===== config.mk =====
export PLATFORM = sky130hd
export DESIGN_NAME = qtable_writeback_flat
export DESIGN_NICKNAME = d
export VERILOG_FILES = /design/src/rtl/qtable_writeback_if.sv /design/src/rtl/qtable_writeback.sv /design/src/flat_wrapper.sv
export SDC_FILE = /design/constraint.sdc
export NUM_CORES = 1
export LEC_CHECK = 0
export ABC_CLOCK_PERIOD_IN_PS = 5300
export CAP_MARGIN = 5
export CORE_ASPECT_RATIO = 1.25
export CORE_UTILIZATION = 50
export CTS_BUF_LIST = sky130_fd_sc_hd__clkbuf_4 sky130_fd_sc_hd__clkbuf_8
export CTS_CLUSTER_DIAMETER = 50
export DETAILED_ROUTE_END_ITERATION = 10
export PLACE_DENSITY = 0.75
export REMOVE_ABC_BUFFERS = 1
export SLEW_MARGIN = 15
export SYNTH_ARGS = -nofsm -noshare
export SYNTH_HDL_FRONTEND = slang
export SYNTH_SLANG_ARGS = --single-unit

===== constraint.sdc =====
create_clock -name clk -period 5.3 [get_ports clk]
set_input_delay 0.795 -clock clk [delete_from_list [all_inputs] [get_ports clk]]
set_output_delay 0.795 -clock clk [all_outputs]
set_load 0.01 [all_outputs]

===== src/rtl/qtable_writeback_if.sv =====
// qtable_writeback_if: update, RAM write-port and forwarding-lookup signals of the write-back stage
interface qtable_writeback_if #(
    parameter int STATE_W = 6,
    parameter int ACT_W   = 4,
    parameter int Q_W     = 16,
    parameter int DEPTH   = 4
);
    localparam int KW = STATE_W + ACT_W;
    localparam int PW = $clog2(DEPTH) + 1;

    logic               upd_valid;
    logic [STATE_W-1:0] upd_state;
    logic [ACT_W-1:0]   upd_action;
    logic [Q_W-1:0]     upd_q;
    logic               upd_ready;
    logic               ram_grant;
    logic               ram_we;
    logic [KW-1:0]      ram_addr;
    logic [Q_W-1:0]     ram_wdata;
    logic [STATE_W-1:0] rd_state;
    logic [ACT_W-1:0]   rd_action;
    logic               fwd_hit;
    logic [Q_W-1:0]     fwd_q;
    logic [PW-1:0]      pending;
    logic               overflow;

    modport master (
        output upd_valid, upd_state, upd_action, upd_q, ram_grant, rd_state, rd_action,
        input  upd_ready, ram_we, ram_addr, ram_wdata, fwd_hit, fwd_q, pending, overflow
    );

    modport slave (
        input  upd_valid, upd_state, upd_action, upd_q, ram_grant, rd_state, rd_action,
        output upd_ready, ram_we, ram_addr, ram_wdata, fwd_hit, fwd_q, pending, overflow
    );
endinterface


===== src/rtl/qtable_writeback.sv =====
// qtable_writeback: coalescing pending-update buffer feeding the Q-table RAM write port, with read-after-write forwarding
module qtable_writeback #(
    parameter int STATE_W = 6,
    parameter int ACT_W   = 4,
    parameter int Q_W     = 16,
    parameter int DEPTH   = 4
) (
    input logic            clk,
    input logic            rst,
    qtable_writeback_if.slave bus
);
    localparam int KW    = STATE_W + ACT_W;
    localparam int PTR_W = $clog2(DEPTH);
    localparam int PW    = PTR_W + 1;

    logic [KW-1:0]    key_q [DEPTH];
    logic [KW-1:0]    key_d [DEPTH];
    logic [Q_W-1:0]   val_q [DEPTH];
    logic [Q_W-1:0]   val_d [DEPTH];
    logic [PTR_W-1:0] head_q, head_d, tail_q, tail_d;
    logic [PW-1:0]    cnt_q, cnt_d;
    logic             ovf_q, ovf_d, we_q, we_d;
    logic [KW-1:0]    addr_q, addr_d;
    logic [Q_W-1:0]   wdata_q, wdata_d;
    logic [DEPTH-1:0] live, match;
    logic [PTR_W-1:0] off, slot;
    logic [KW-1:0]    upd_key, rd_key;
    logic             pop, full, append, drop, fwd_hit;
    logic [Q_W-1:0]   fwd_q;

    assign upd_key = {bus.upd_state, bus.upd_action};
    assign rd_key  = {bus.rd_state, bus.rd_action};
    assign full    = cnt_q == PW'(DEPTH);
    assign pop     = bus.ram_grant && cnt_q != '0;
    assign append  = bus.upd_valid && match == '0 && !full;
    assign drop    = bus.upd_valid && match == '0 && full;

    // Occupied slots, and the slot an incoming update coalesces into (never the head being popped)
    always_comb begin
        live  = '0;
        match = '0;
        off   = '0;
        for (int i = 0; i < DEPTH; i++) begin
            off      = PTR_W'(i) - head_q;
            live[i]  = {1'b0, off} < cnt_q;
            match[i] = bus.upd_valid && live[i] && key_q[i] == upd_key && !(pop && PTR_W'(i) == head_q);
        end
    end

    // Next buffer contents, pointers, occupancy, sticky overflow and RAM-port stage
    always_comb begin
        key_d   = key_q;
        val_d   = val_q;
        head_d  = pop ? head_q + 1'b1 : head_q;
        tail_d  = append ? tail_q + 1'b1 : tail_q;
        cnt_d   = cnt_q + PW'(append) - PW'(pop);
        ovf_d   = ovf_q | drop;
        we_d    = pop;
        addr_d  = pop ? key_q[head_q] : addr_q;
        wdata_d = pop ? val_q[head_q] : wdata_q;
        for (int i = 0; i < DEPTH; i++)
            if (match[i]) val_d[i] = bus.upd_q;
        if (append) begin
            key_d[tail_q] = upd_key;
            val_d[tail_q] = bus.upd_q;
        end
    end

    // State registers; reset empties the buffer and kills any write in flight
    always_ff @(posedge clk or posedge rst) begin
        if (rst) begin
            for (int i = 0; i < DEPTH; i++) begin
                key_q[i] <= '0;
                val_q[i] <= '0;
            end
            head_q  <= '0;
            tail_q  <= '0;
            cnt_q   <= '0;
            ovf_q   <= 1'b0;
            we_q    <= 1'b0;
            addr_q  <= '0;
            wdata_q <= '0;
        end else begin
            key_q   <= key_d;
            val_q   <= val_d;
            head_q  <= head_d;
            tail_q  <= tail_d;
            cnt_q   <= cnt_d;
            ovf_q   <= ovf_d;
            we_q    <= we_d;
            addr_q  <= addr_d;
            wdata_q <= wdata_d;
        end
    end

    // Forwarding: in-flight write lowest priority, then slots oldest to newest so the newest match wins
    always_comb begin
        slot    = head_q;
        fwd_hit = we_q && addr_q == rd_key;
        fwd_q   = fwd_hit ? wdata_q : '0;
        for (int k = 0; k < DEPTH; k++) begin
            slot = head_q + PTR_W'(k);
            if (PW'(k) < cnt_q && key_q[slot] == rd_key) begin
                fwd_hit = 1'b1;
                fwd_q   = val_q[slot];
            end
        end
    end

    assign bus.upd_ready = !full;
    assign bus.ram_we    = we_q;
    assign bus.ram_addr  = addr_q;
    assign bus.ram_wdata = wdata_q;
    assign bus.fwd_hit   = fwd_hit;
    assign bus.fwd_q     = fwd_q;
    assign bus.pending   = cnt_q;
    assign bus.overflow  = ovf_q;
endmodule


===== src/flat_wrapper.sv =====
// flat-port wrapper written by rule: the top's interface ports become plain ports
module qtable_writeback_flat 
#(
    parameter int STATE_W = 6,
    parameter int ACT_W   = 4,
    parameter int Q_W     = 16,
    parameter int DEPTH   = 4
)
  (clk, rst, bus_upd_valid, bus_upd_state, bus_upd_action, bus_upd_q, bus_ram_grant, bus_rd_state, bus_rd_action, bus_upd_ready, bus_ram_we, bus_ram_addr, bus_ram_wdata, bus_fwd_hit, bus_fwd_q, bus_pending, bus_overflow);
  qtable_writeback_if #(.STATE_W(STATE_W), .ACT_W(ACT_W), .Q_W(Q_W), .DEPTH(DEPTH)) bus_i ();
  input logic clk;
  input logic rst;
  input wire logic [$bits(bus_i.upd_valid)-1:0] bus_upd_valid;
  input wire logic [$bits(bus_i.upd_state)-1:0] bus_upd_state;
  input wire logic [$bits(bus_i.upd_action)-1:0] bus_upd_action;
  input wire logic [$bits(bus_i.upd_q)-1:0] bus_upd_q;
  input wire logic [$bits(bus_i.ram_grant)-1:0] bus_ram_grant;
  input wire logic [$bits(bus_i.rd_state)-1:0] bus_rd_state;
  input wire logic [$bits(bus_i.rd_action)-1:0] bus_rd_action;
  output wire logic [$bits(bus_i.upd_ready)-1:0] bus_upd_ready;
  output wire logic [$bits(bus_i.ram_we)-1:0] bus_ram_we;
  output wire logic [$bits(bus_i.ram_addr)-1:0] bus_ram_addr;
  output wire logic [$bits(bus_i.ram_wdata)-1:0] bus_ram_wdata;
  output wire logic [$bits(bus_i.fwd_hit)-1:0] bus_fwd_hit;
  output wire logic [$bits(bus_i.fwd_q)-1:0] bus_fwd_q;
  output wire logic [$bits(bus_i.pending)-1:0] bus_pending;
  output wire logic [$bits(bus_i.overflow)-1:0] bus_overflow;
  assign bus_i.upd_valid = bus_upd_valid;
  assign bus_i.upd_state = bus_upd_state;
  assign bus_i.upd_action = bus_upd_action;
  assign bus_i.upd_q = bus_upd_q;
  assign bus_i.ram_grant = bus_ram_grant;
  assign bus_i.rd_state = bus_rd_state;
  assign bus_i.rd_action = bus_rd_action;
  assign bus_upd_ready = bus_i.upd_ready;
  assign bus_ram_we = bus_i.ram_we;
  assign bus_ram_addr = bus_i.ram_addr;
  assign bus_ram_wdata = bus_i.ram_wdata;
  assign bus_fwd_hit = bus_i.fwd_hit;
  assign bus_fwd_q = bus_i.fwd_q;
  assign bus_pending = bus_i.pending;
  assign bus_overflow = bus_i.overflow;
  qtable_writeback #(.STATE_W(STATE_W), .ACT_W(ACT_W), .Q_W(Q_W), .DEPTH(DEPTH)) u_core (.clk(clk), .rst(rst), .bus(bus_i));
endmodule

Word-level counts from Yosys, hierarchy flattened:

Index checks and enable logic that the tools add are counted.

* register bits: 139
* bits in latches: 0
* memory bits (writable): 0
* memory bits (read-only): 0
* input bits: 40
* output and inout port bits: 49
* logic and storage cells: 136
* memories kept: 0

* $add $sub $neg: 10
* multipliers: 0
* div/mod/pow operators: 0
* magnitude comparators: 14
* eq/ne operators: 13
* shifts and indexed selects: 0
* muxes and demuxes: 44
* bitwise operators: 6
* reductions and logical operators: 34

Operators by type and width (count)
* 16-bit two-way mux: 18
* 16-bit binary-select mux with 2-bit select: 4
* 10-bit equality test: 9
* 10-bit two-way mux: 9
* 10-bit binary-select mux with 2-bit select: 4
* 64-bit bitwise mux: 1
* 64-bit two-way mux: 1
* 40-bit bitwise mux: 1
* 16-bit demux with 2-bit select: 1
* 1-bit logical AND: 26
* 10-bit demux with 2-bit select: 1
* 3-bit greater-or-equal comparator (second input constant): 5
* 2-bit inverter with 3-bit output: 5
* 2-bit by 3-bit < comparator with 1-bit output: 4
* 1-bit by 3-bit < comparator with 1-bit output (first input constant): 2
* 2-bit by 3-bit < comparator with 1-bit output (first input constant): 2
* 1-bit logical NOT: 5
* 2-bit by 1-bit adder with 2-bit output (second input constant): 2
* 2-bit adder (second input constant): 2
* 2-bit equality test (first input constant): 2
* 4-bit logical NOT: 1
* 1-bit two-way mux: 4
* 1-bit by 2-bit subtractor with 2-bit output (first input constant): 2
* 2-bit subtractor (first input constant): 2
* other kinds (8): 8

Depth between registers and ports, before layout:

* depth in word-level cells: 10
* gate-level depth with buffers: 23
* mapped depth without buffers: 12

Worst setup path after synthesis:

OpenSTA, ideal clock, no wires.

* path type: register to register
* start: register u_core.head_q[0]
* end: register u_core.val_q[22] (netlist name)
* data arrival time: 5230 ps
* required time: 5175 ps
* slack: -56 ps
* cell stages (with the launch flop): 24
* buffers on the path: 13
* clock period less this slack: 5356 ps
* path through: dfrtp_1 -> buf_2 -> buf_6 -> buf_4 -> buf_4 -> buf_2 -> buf_2 -> buf_2 -> inv_1 -> ha_1 -> clkinv_1 -> clkbuf_1 -> clkbuf_1 -> buf_1 -> ha_1 -> a21oi_1 -> o2111ai_1 -> nor4b_1 -> and2_1 -> buf_6 -> a21bo_1 -> buf_6 -> buf_6 -> mux2_4

RTL lines
* start, declared: line qtable_writeback.sv:20 `logic [PTR_W-1:0] head_q, head_d, tail_q, tail_d;`
* start signal, assigned: line qtable_writeback.sv:76 `head_q <= '0;`
* start signal, assigned: line qtable_writeback.sv:86 `head_q <= head_d;`
* end signal, assigned: line qtable_writeback.sv:85 `val_q <= val_d;`
* end, declared: line qtable_writeback.sv:18 `logic [Q_W-1:0] val_q [DEPTH];`

Final worst setup path:

* start: register u_core.head_q[0]
* end: output port bus_fwd_q[12]

* cells in the longest elaborated chain, start to end: 10
* elaborated cells between the ends (all ways): 43
* those cells by class: add/sub (3); eq/ne (4); mux (28); bitwise (4); reduce/logical (4)

RTL lines
* 2-bit by 1-bit adder with 2-bit output or 2-bit inverter with 3-bit output (tied branches): line qtable_writeback.sv:102, qtable_writeback.sv:103, qtable_writeback.sv:105
* 2-bit inverter with 3-bit output (not written as such) or 10-bit binary-select mux with 2-bit select (tied branches): line qtable_writeback.sv:103, qtable_writeback.sv:105
* 10-bit binary-select mux with 2-bit select or 10-bit two-way mux (tied branches): line qtable_writeback.sv:103 `if (PW'(k) < cnt_q && key_q[slot] == rd_key) begin`
* 10-bit two-way mux (not written as such): line qtable_writeback.sv:103
* 10-bit two-way mux (not written as such) or 10-bit equality test (tied branches): line qtable_writeback.sv:103
* 10-bit equality test or 1-bit logical AND (tied branches): line qtable_writeback.sv:103
* 1-bit logical AND or 16-bit two-way mux (tied branches): line qtable_writeback.sv:103
* 16-bit two-way mux (2 in a row): line qtable_writeback.sv:103
* 16-bit two-way mux (*): line qtable_writeback.sv:103
* end, declared: line flat_wrapper.sv:25 `output wire logic [$bits(bus_i.fwd_q)-1:0] bus_fwd_q;`

Every way passes the cells marked *; elsewhere a longest branch is shown, timed or not. The select of a mux whose other input is x is not followed.

==> flow_metrics.env <==
export IMPL_ys_flop_type="dfrtp_1"
export IMPL_synth_seq_cells=139
export IMPL_ios=89
export IMPL_ctsRootBufferMaster="clkbuf_8"
export IMPL_placed_cells=1214
export IMPL_arrival_ns=4.23
export IMPL_hpwl_um=17670
export IMPL_fp_dieArea_um2=20160
export IMPL_tightest_slew_ns=1.114
export IMPL_yosys_warnings=0
export IMPL_max_freq_ghz=0.1991
export IMPL_power_frac_clock=0.121
export IMPL_synthToLayoutAreaGrowth_pct=14.97
export IMPL_avgSynthCellArea_um2=10.59
export IMPL_layout_setup_ws_ns=0.2762
export IMPL_grt_max_degree=99
export IMPL_finalHoldViolCount=0
export IMPL_rr_worst_depth=10
export IMPL_start_util=0.5159
export IMPL_utilization=0.5931
export IMPL_setup_violations=0
export IMPL_vias=7638
export IMPL_fin_crit_ns=5.024
export IMPL_hold_buffers=0
export IMPL_status="complete, no violations"
export IMPL_path_class="reg -> out"
export IMPL_r2r_slack_ns=0.56
export IMPL_seqPwrFrac=0.296
export IMPL_syn_area_um2=9796
export IMPL_clkTransAtPathRegs_ns=0.08
export IMPL_tritoncts="yes"
export IMPL_r2r_start="u_core.head_q[0]$_DFFE_PP0P_"
export IMPL_drc=0
export IMPL_die_h_um=158.5
export IMPL_power_mw=7.539
export IMPL_synth_edf_count=0
export IMPL_grt_pass1_vias=7552
export IMPL_power_share_combinational=0.583
export IMPL_p_switching_mw=3.299
export IMPL_fin_tns_setup_ns=0
export IMPL_clk_latency_ns=0.45
export IMPL_power_ir_vdd_worst_v=0.0003179
export IMPL_gp_congestion=0.9119
export IMPL_die_w_um=127.2
export IMPL_synth_cell_types=59
export IMPL_rsz0062_at_grt="false"
export IMPL_power_density_nw_per_um2=669.5
export IMPL_async_reset_ff_frac=1.000
export IMPL_post_cts_buffers=0
export IMPL_relSlewSlack=0.2571
export IMPL_worstPathRequired_ns=4.51
export IMPL_antenna_found_initial=0
export IMPL_worstPathMaxFanout=37
export IMPL_power_leakage_nw=4.713
export IMPL_rows=56
export IMPL_critPathCaptureType="output port"
export IMPL_hold_class="reg -> reg"
export IMPL_drt_vias_per_instance=6.125
export IMPL_clkSinkCount=139
export IMPL_first_pass_iters=5
export IMPL_drtIter0Drc=706
export IMPL_r2r_end="u_core.val_q[41]$_DFF_PP0_"
export IMPL_grt_pass1_wl_um=40700
export IMPL_dp_slack_ns=0.1786
export IMPL_cts_made_buffers=17
export IMPL_synthCells=925
export IMPL_clock_path_buffers=2
export IMPL_min_period_over_period=0.9479
export IMPL_antenna_cells=0
export IMPL_postRouteAntennaNets=0
export IMPL_ys_seq_area_frac=0.3551
export IMPL_grt_use_total=0.2665
export IMPL_cts_htree_levels=4
export IMPL_p_int_mw=4.241
export IMPL_start_kind="flop"
export IMPL_fillers=1598
export IMPL_drv_slew=0
export IMPL_nets=1030
export IMPL_cap_violations=0
export IMPL_coreArea_um2=18990
export IMPL_p_sw_frac=0.4375
export IMPL_startpoint="u_core.head_q[0]$_DFFE_PP0P_"
export IMPL_finalClockSkew_ns=0.01193
export IMPL_wl_per_cell_um=20.68
export IMPL_fin_cells=1247
export IMPL_port_buffers=88
export IMPL_gr_total_overflow=0
export IMPL_cp_endpoint="bus_fwd_q[12]"
export IMPL_routed_wl_um=25780
export IMPL_drive_gt1_frac=0.2394
==> power by group through the flow <==
| stage | Combinational [mW] | Sequential (mW) | Clock [mW] |
|---|---|---|---|
| floorplan | 3.02 | 2.28 | 0 |
| global placement | 4.22 | 2.19 | 0 |
| detailed placement | 4.30 | 2.23 | 0 |
| CTS | 4.34 | 2.21 | 0.935 |
| global route | 4.78 | 2.30 | 0.982 |
| finish | 4.40 | 2.23 | 0.914 |
==> sequential cells by signal, summed over array words and instances (netlist names) <==
name,count
u_core.head_q,2
u_core.bus.ram_we,1
u_core.tail_q,2
u_core.key_q,40
u_core.bus.pending,3
u_core.val_q,64
u_core.bus.ram_addr,10
u_core.bus.overflow,1
u_core.bus.ram_wdata,16
==> cell families (layout without fill, tap and decap cells) <==
family                     count (synthesis)  after routing  share of synthesized area
buffers and inverters                     98            159                    0.04905
muxes                                    244            244                     0.2861
DFF                                      139            139                     0.3551
AOI/OAI and AO/OA                        178            178                     0.1300
adders and majority gates                 17             17                    0.02248
and+or+nand+nor                          156            156                    0.07408
xor gates and xnor gates                  93             93                    0.08315
==> synthesized netlist by cell type, drive strengths merged (5+ instances only) <==
cell type | count | area (um2)
a21oi | 27 | 135.1
nand2 | 69 | 259.0
nand4 | 5 | 31.28
xor2 | 40 | 350.3
and3 | 5 | 31.28
a2111oi | 14 | 122.6
mux4 | 10 | 225.2
dfrtp | 139 | 3478
inv | 14 | 52.55
xnor2 | 53 | 464.2
a211o | 16 | 140.1
mux2 | 158 | 1817
o21ai | 45 | 225.2
nor3 | 7 | 35.03
nor2 | 40 | 150.1
buf | 43 | 274.0
mux2i | 76 | 760.7
o211ai | 16 | 120.1
o2111ai | 9 | 78.83
clkbuf | 40 | 150.1
ha | 16 | 200.2
a221oi | 16 | 140.1
a31oi | 9 | 56.30
nor4 | 12 | 81.33
==> worst min path at each step <==
stage | slack [ns] | cells past startpoint | from | to
after floorplan | 0.47 | 1 | u_core.val_q[44]$_DFF_PP0_ | u_core.val_q[44]$_DFF_PP0_
after global placement | 0.49 | 1 | u_core.val_q[44]$_DFF_PP0_ | u_core.val_q[44]$_DFF_PP0_
after detailed placement | 0.48 | 1 | u_core.bus.overflow$_DFF_PP0_ | u_core.bus.overflow$_DFF_PP0_
after CTS | 0.50 | 1 | u_core.bus.overflow$_DFF_PP0_ | u_core.bus.overflow$_DFF_PP0_
after global routing | 0.52 | 1 | u_core.bus.overflow$_DFF_PP0_ | u_core.bus.overflow$_DFF_PP0_
final | 0.48 | 1 | u_core.bus.overflow$_DFF_PP0_ | u_core.bus.overflow$_DFF_PP0_
==> layout by cell type, fill, tap and decap left out, types with 10 or more instances in the layout <==
master           Yosys  final
a2111oi_0           14     13
a211o_1             16     16
a21oi_1             27     27
a221oi_1            16     16
buf_4                6     20
clkbuf_8             0     17
clkdlybuf4s50_1      0     88
dfrtp_1            139    137
ha_1                16     15
inv_1               12     11
mux2_2             146    146
mux2_4              10     10
mux2i_1             76     76
mux4_2              10     10
nand2_1             69     69
nor2_1              40     39
nor4_1              11     11
o211ai_1            16     16
o21ai_0             42     42
xnor2_1             53     53
xor2_1              40     40
==> per-stage QoR <==
stage,instance area [um2],hold slack [ns]
2_1_floorplan,9371,0.4710
3_3_place_gp,10800,0.4874
3_5_place_dp,10800,0.4837
4_1_cts,11220,0.4978
5_1_grt,11260,0.5178
6_report,11260,0.4839
==> layer usage <==
metal / vias up / GRT usage / share of wire
li1: 3497 / - / -
met1: 3771 / 0.3345 / 0.41
met2: 303 / 0.4516 / 0.49
met3: 67 / 0.03629 / 0.056
met4: 0 / 0.1349 / 0.040
met5: - / 0 / 0
==> cell type report <==
cell class                 instances  area, um2  area share
clock buffer                      19      249.0     0.02211
clock inverter                    13      166.4     0.01478
inverter                          15      65.06    0.005777
multi-input combinational        688       5857      0.5201
sequential                       139       3483      0.3093
tap                              261      326.6     0.02900
timing repair buffer             112       1115     0.09899
==> worst max-delay path, stage by stage (launching register included) <==
cell and delay (ns):
dfrtp_4 0.47, buf_16 0.26, mux4_2 0.57, xor2_1 0.22, a2111oi_2 0.54, o2111a_1 0.31
and2_1 0.14, buf_4 0.26, a221oi_1 0.11, o21ai_0 0.29, clkdlybuf4s50_1 0.59
==> what timing repair did <==
| action | 4_1_cts | 5_1_grt |
|---|---|---|
| cloned | 0 | 1 |
| pin swaps | 0 | 0 |
| gates resized for setup | 2 | 4 |
| setup endpoints to repair | 16 | 31 |
Power figures use the tool's default switching activity.
